`config.mk`:
```
export PLATFORM = sky130hd
export DESIGN_NAME = rv32im_trap_ctrl
export DESIGN_NICKNAME = d
export VERILOG_FILES = /design/src/rtl/rv32im_trap_ctrl_pkg.sv /design/src/rtl/rv32im_trap_ctrl_irq_prio.sv /design/src/rtl/rv32im_trap_ctrl.sv
export SDC_FILE = /design/constraint.sdc
export NUM_CORES = 1
export LEC_CHECK = 0
export ABC_CLOCK_PERIOD_IN_PS = 3540
export CORE_AREA = 2 2 151 153
export DETAILED_ROUTE_END_ITERATION = 7
export DIE_AREA = 0 0 153 155
export GPL_ROUTABILITY_DRIVEN = 0
export PLACE_DENSITY = 0.62
export SLEW_MARGIN = 20
export SYNTH_ARGS = -nofsm -noshare
export SYNTH_HDL_FRONTEND = slang
export SYNTH_HIERARCHICAL = 1
export SYNTH_SLANG_ARGS = --single-unit
```
`constraint.sdc`:
```
create_clock -name clk_i -period 3.54 [get_ports clk_i]
set_input_delay 0.708 -clock clk_i [delete_from_list [all_inputs] [get_ports clk_i]]
set_output_delay 0.708 -clock clk_i [all_outputs]
set_load 0.01 [all_outputs]
```
`src/rtl/rv32im_trap_ctrl_pkg.sv`:
```
// rtl/rv32im_trap_ctrl_pkg.sv - shared CSR addresses, mstatus fields, cause codes and FSM states
package rv32im_trap_ctrl_pkg;

    localparam logic [11:0] CSR_MSTATUS = 12'h300;
    localparam logic [11:0] CSR_MTVEC   = 12'h305;
    localparam logic [11:0] CSR_MEPC    = 12'h341;
    localparam logic [11:0] CSR_MCAUSE  = 12'h342;
    localparam logic [11:0] CSR_MTVAL   = 12'h343;

    localparam int MSTATUS_MIE    = 3;
    localparam int MSTATUS_MPIE   = 7;
    localparam int MSTATUS_MPP_LO = 11;
    localparam int MSTATUS_MPP_HI = 12;

    localparam logic [4:0] CAUSE_MEI = 5'd11;
    localparam logic [4:0] CAUSE_MTI = 5'd7;
    localparam logic [4:0] CAUSE_MSI = 5'd3;

    localparam logic [31:0] IRQ_MASK = 32'h0000_0888;

    typedef enum logic [3:0] {
        ST_IDLE     = 4'd0,
        ST_T_EPC    = 4'd1,
        ST_T_CAUSE  = 4'd2,
        ST_T_TVAL   = 4'd3,
        ST_T_STATUS = 4'd4,
        ST_T_VEC    = 4'd5,
        ST_R_EPC    = 4'd6,
        ST_R_STATUS = 4'd7,
        ST_REDIR    = 4'd8
    } trap_state_e;

endpackage

```
`src/rtl/rv32im_trap_ctrl_irq_prio.sv`:
```
// rtl/rv32im_trap_ctrl_irq_prio.sv - fixed-priority encoder for machine interrupts (MEI > MSI > MTI)
module rv32im_irq_prio
    import rv32im_trap_ctrl_pkg::*;
(
    input  logic [31:0] pend,
    output logic        valid,
    output logic [4:0]  code
);

    logic unused_pend;
    assign unused_pend = ^{pend[31:12], pend[10:8], pend[6:4], pend[2:0]};

    always_comb begin
        valid = 1'b1;
        code  = CAUSE_MEI;
        if (pend[11]) begin
            code = CAUSE_MEI;
        end else if (pend[3]) begin
            code = CAUSE_MSI;
        end else if (pend[7]) begin
            code = CAUSE_MTI;
        end else begin
            valid = 1'b0;
            code  = 5'd0;
        end
    end

endmodule

```
`src/rtl/rv32im_trap_ctrl.sv`:
```
// rtl/rv32im_trap_ctrl.sv - machine-mode trap/MRET sequencer and CSR port arbiter
module rv32im_trap_ctrl
    import rv32im_trap_ctrl_pkg::*;
#(
    parameter int XLEN   = 32,
    parameter int CSR_AW = 12
) (
    input  logic              clk_i,
    input  logic              rst_n_i,
    input  logic              exc_valid_i,
    input  logic [3:0]        exc_cause_i,
    input  logic [XLEN-1:0]   exc_pc_i,
    input  logic [XLEN-1:0]   exc_tval_i,
    input  logic              mret_valid_i,
    input  logic [XLEN-1:0]   irq_i,
    input  logic              irq_ok_i,
    input  logic [XLEN-1:0]   irq_pc_i,
    input  logic [XLEN-1:0]   csr_status_i,
    input  logic [XLEN-1:0]   csr_mie_i,
    input  logic              pipe_csr_req_i,
    input  logic              pipe_csr_we_i,
    input  logic [CSR_AW-1:0] pipe_csr_addr_i,
    input  logic [XLEN-1:0]   pipe_csr_wdata_i,
    output logic              pipe_csr_gnt_o,
    output logic [XLEN-1:0]   pipe_csr_rdata_o,
    output logic [CSR_AW-1:0] csr_addr_o,
    output logic              csr_write_en_o,
    output logic              csr_read_en_o,
    output logic [XLEN-1:0]   csr_wdata_o,
    input  logic [XLEN-1:0]   csr_rdata_i,
    output logic              trap_ack_o,
    output logic              trap_br_o,
    output logic [XLEN-1:0]   trap_target_o,
    output logic              busy_o
);

    trap_state_e     state_q, state_d;
    logic [XLEN-1:2] epc_q;
    logic [XLEN-1:0] cause_q, tval_q, target_q;

    logic [XLEN-1:0] irq_pend;
    logic            irq_valid;
    logic [4:0]      irq_code;

    assign irq_pend = irq_i & csr_mie_i & IRQ_MASK;

    rv32im_irq_prio u_irq_prio (
        .pend  (irq_pend),
        .valid (irq_valid),
        .code  (irq_code)
    );

    // Gating with rst_n_i keeps every combinational output low while reset is held.
    logic idle, take_exc, take_mret, take_irq, event_sel, gnt;
    assign idle      = rst_n_i && (state_q == ST_IDLE);
    assign take_exc  = idle && exc_valid_i;
    assign take_mret = idle && !exc_valid_i && mret_valid_i;
    assign take_irq  = idle && !exc_valid_i && !mret_valid_i && irq_ok_i
                       && csr_status_i[MSTATUS_MIE] && irq_valid;
    assign event_sel = take_exc || take_mret || take_irq;
    assign gnt       = idle && pipe_csr_req_i && !event_sel;

    logic [XLEN-1:0] status_trap, status_mret, vec_base, vec_target;

    always_comb begin
        status_trap                               = csr_status_i;
        status_trap[MSTATUS_MPIE]                 = csr_status_i[MSTATUS_MIE];
        status_trap[MSTATUS_MIE]                  = 1'b0;
        status_trap[MSTATUS_MPP_HI:MSTATUS_MPP_LO] = 2'b11;

        status_mret                               = csr_status_i;
        status_mret[MSTATUS_MIE]                  = csr_status_i[MSTATUS_MPIE];
        status_mret[MSTATUS_MPIE]                 = 1'b1;
        status_mret[MSTATUS_MPP_HI:MSTATUS_MPP_LO] = 2'b11;
    end

    // Vectored mode only offsets interrupts; exceptions always land on the base.
    assign vec_base   = {csr_rdata_i[XLEN-1:2], 2'b00};
    assign vec_target = (csr_rdata_i[1:0] == 2'b01 && cause_q[XLEN-1])
                        ? vec_base + {{(XLEN-7){1'b0}}, cause_q[4:0], 2'b00}
                        : vec_base;

    always_comb begin
        state_d          = state_q;
        pipe_csr_gnt_o   = 1'b0;
        pipe_csr_rdata_o = '0;
        csr_addr_o       = '0;
        csr_write_en_o   = 1'b0;
        csr_read_en_o    = 1'b0;
        csr_wdata_o      = '0;
        trap_ack_o       = 1'b0;
        trap_br_o        = 1'b0;
        trap_target_o    = '0;

        case (state_q)
            ST_IDLE: begin
                trap_ack_o = event_sel;
                if (take_exc || take_irq) begin
                    state_d = ST_T_EPC;
                end else if (take_mret) begin
                    state_d = ST_R_EPC;
                end
                if (gnt) begin
                    pipe_csr_gnt_o   = 1'b1;
                    pipe_csr_rdata_o = csr_rdata_i;
                    csr_addr_o       = pipe_csr_addr_i;
                    csr_write_en_o   = pipe_csr_we_i;
                    csr_read_en_o    = !pipe_csr_we_i;
                    csr_wdata_o      = pipe_csr_wdata_i;
                end
            end
            ST_T_EPC: begin
                csr_addr_o     = CSR_MEPC;
                csr_write_en_o = 1'b1;
                csr_wdata_o    = {epc_q, 2'b00};
                state_d        = ST_T_CAUSE;
            end
            ST_T_CAUSE: begin
                csr_addr_o     = CSR_MCAUSE;
                csr_write_en_o = 1'b1;
                csr_wdata_o    = cause_q;
                state_d        = ST_T_TVAL;
            end
            ST_T_TVAL: begin
                csr_addr_o     = CSR_MTVAL;
                csr_write_en_o = 1'b1;
                csr_wdata_o    = tval_q;
                state_d        = ST_T_STATUS;
            end
            ST_T_STATUS: begin
                csr_addr_o     = CSR_MSTATUS;
                csr_write_en_o = 1'b1;
                csr_wdata_o    = status_trap;
                state_d        = ST_T_VEC;
            end
            ST_T_VEC: begin
                csr_addr_o    = CSR_MTVEC;
                csr_read_en_o = 1'b1;
                state_d       = ST_REDIR;
            end
            ST_R_EPC: begin
                csr_addr_o    = CSR_MEPC;
                csr_read_en_o = 1'b1;
                state_d       = ST_R_STATUS;
            end
            ST_R_STATUS: begin
                csr_addr_o     = CSR_MSTATUS;
                csr_write_en_o = 1'b1;
                csr_wdata_o    = status_mret;
                state_d        = ST_REDIR;
            end
            ST_REDIR: begin
                trap_br_o     = 1'b1;
                trap_target_o = target_q;
                state_d       = ST_IDLE;
            end
            default: state_d = ST_IDLE;
        endcase
    end

    assign busy_o = (state_q != ST_IDLE);

    always_ff @(posedge clk_i or negedge rst_n_i) begin
        if (!rst_n_i) begin
            state_q  <= ST_IDLE;
            epc_q    <= '0;
            cause_q  <= '0;
            tval_q   <= '0;
            target_q <= '0;
        end else begin
            state_q <= state_d;
            if (take_exc) begin
                epc_q   <= exc_pc_i[XLEN-1:2];
                cause_q <= {{(XLEN-4){1'b0}}, exc_cause_i};
                tval_q  <= exc_tval_i;
            end else if (take_irq) begin
                epc_q   <= irq_pc_i[XLEN-1:2];
                cause_q <= {1'b1, {(XLEN-6){1'b0}}, irq_code};
                tval_q  <= '0;
            end
            if (state_q == ST_T_VEC) begin
                target_q <= vec_target;
            end else if (state_q == ST_R_EPC) begin
                target_q <= csr_rdata_i;
            end
        end
    end

    logic unused_exc_pc;
    assign unused_exc_pc = ^{exc_pc_i[1:0], irq_pc_i[1:0]};

endmodule
```
==> metrics.txt <==
crit path cell chain dlygate4sd2_1 -> and2_1 -> or3_4 -> nand4b_1 -> nor3b_2 -> and3_4 -> buf_4 -> buf_12 -> buf_16 -> nand2_1 -> nand2_1 -> clkdlybuf4s15_2; vias in the first global route 7149; DIE HEIGHT roughly 160 um; slowest CP cell or3_4; fmax between 200 and 300 MHz; crit-path max FO 6; Final HPWL DP 19.4 mm; final setup violation count 0; most common cell after layout, fill and taps aside clkdlybuf4s50_1; RSZ-0062 raised after global routing false; Slew HR 0.476; clock network power share 0.147; Worst VDD drop between 0.3 and 0.4 mV; worst-skew pair later-pin latency approximately 350 ps; Sink Count 104; max-slew violation count 0; Final min period 3470 ps; final core utilization 0.484; Max-Cap Viols 0; Critical Path End Type primary output; clock skew about 14 ps; Num CTS Buffers 9; Iteration-0 DRC Markers 423; Worst path max stage delay 390 ps; fin nets 1346; Netlist Area Pre-Place 0.00648 mm^2; die width 153 um; Critical Path Source Type input port; Internal just over 0.004 W; CTS root buf clkbuf_16; WP buf/inv 5; Port Buf Inserts 328; Final Hold Viols 0; Area Overhead vs Synth 65.9%; delay-heaviest family, CP simple AND/OR/NAND/NOR gates; commonest cells after routing, fill and taps aside 241 x clkdlybuf4s50_1, 104 x dfrtp_1, 102 x nand2_1; ratio of cells with drive above 1 in the final layout 0.157; post-DR vias/cell 5.32; Cells after Synth 730; drt wl/cell 21.1 um; initial antenna violation count 2; Antenna Cells 0; Crit Path Class in2out; die area ~0.024 mm^2; clk buf depth 2; Net Sw Frac 0.408; CTS clk-pin slew, worst paths 70 ps; GRT Total Usage 0.234; Flop pwr share 0.318; synth warn 6; total nets after synthesis between 1k and 1.5k; DR pass1 iterations 6; Leak between 4 and 5 nW; worst slew pin tran just under 800 ps; CTS H-tree depth 3; crit share post-route 0.981; row cnt 55; Final TNS setup 0 ps; status complete, no violations; Post-Route WL 28.5 mm; first-pass GRT wire length between 40 and 50 mm; Detail Route Antenna Nets 0; vias 7182; PwrDens 637 mW/mm^2; Core ar. 0.0222 mm^2; Mean Syn Cell Area 8.88 um^2; Comb pwr share 0.535; NetSw about 0.0028 W; hold crit path type reg2reg; total gr overflow 0; number of top-level pins 393; CTS tree yes; DRC viols 0; FILL cells 2172; CP dominant cell by count nand2_1; CP arrival 2770 ps; pin count of the biggest net entering global routing 58; Initial Util 0.292; Critical Path RT 2830 ps
[final cells by class]
type	count	area (um^2)	share of cell area
repair buffers	390	3840	0.357
clock inverters	6	50.0	0.00465
inverters	3	13.8	0.00128
multi-input cells	553	3650	0.340
flip-flops and latches	104	2600	0.242
clock buffers	10	239	0.0222
well taps	285	357	0.0332
[routing by layer]
| layer | share of wire | track usage |
|---|---|---|
| met4 | 0.017 | 0.0622 |
| met2 | 0.49 | 0.403 |
| met5 | 0.00095 | 0 |
| met1 | 0.41 | 0.290 |
| met3 | 0.082 | 0.0643 |
[worst register-to-register path, stage by stage, from the launching register on]
cell       delay (ps)
dfrtp_1           430
buf_4             230
and4bb_2          400
nand3_1           310
a2111oi_0         710
buf_4             220
xnor2_1           110
o21ai_0            90
[power by group through the flow]
stage	logic, W	registers, W	clock network (W)
after floorplan	0.00219	0.00202	0
after global placement	0.00381	0.00217	0
after detailed placement	0.00385	0.00219	0
after CTS	0.00369	0.00217	0.00104
after global routing	0.00406	0.00225	0.00108
final	0.00367	0.00218	0.00101
[worst paths after layout]
kind / startpoint / endpoint / slack, ps / cells after the start
min in group asynchronous: rst_n_i / target_q[26] / 500 / 2
hold / removal: target_q[15] / target_q[15] / 470 / 2
max in group asynchronous: rst_n_i / epc_q[24] / 1790 / 3
setup / recovery: csr_mie_i[7] / csr_wdata_o[25] / 70 / 12
hold reg to reg: target_q[15] / target_q[15] / 470 / 2
setup reg to reg: state_q[3] / target_q[19] / 920 / 7
[sequential cells by signal, indices dropped and copies added, names as in the netlist]
signal	cells
target_q	32
cause_q	6
epc_q	30
tval_q	32
state_q	4
[stage by stage]
| stage | std cells | setup WS (ps) | hold WS, ps | power (W) | instance area, um^2 |
|---|---|---|---|---|---|
| 3_3_place_gp | 1307 | -535 | 453 | 0.00599 | 10200 |
| 6_report | 1351 | 66.0 | 474 | 0.00685 | 10800 |
| 4_1_cts | 1349 | 6.59 | 480 | 0.00690 | 10800 |
| 2_1_floorplan | 730 | 210 | 412 | 0.00421 | 6480 |
| 3_5_place_dp | 1307 | -586 | 463 | 0.00604 | 10200 |
| 5_1_grt | 1351 | 3.97 | 505 | 0.00739 | 10800 |
[timing repair]
item	in CTS	in global routing
cloned	9	1
buffers inserted	17	2
resized for setup	277	24
hold buffers	0	0
pin swaps	11	7
setup endpoints to repair	79	91
No activity file was read; power rests on OpenSTA's default activity.
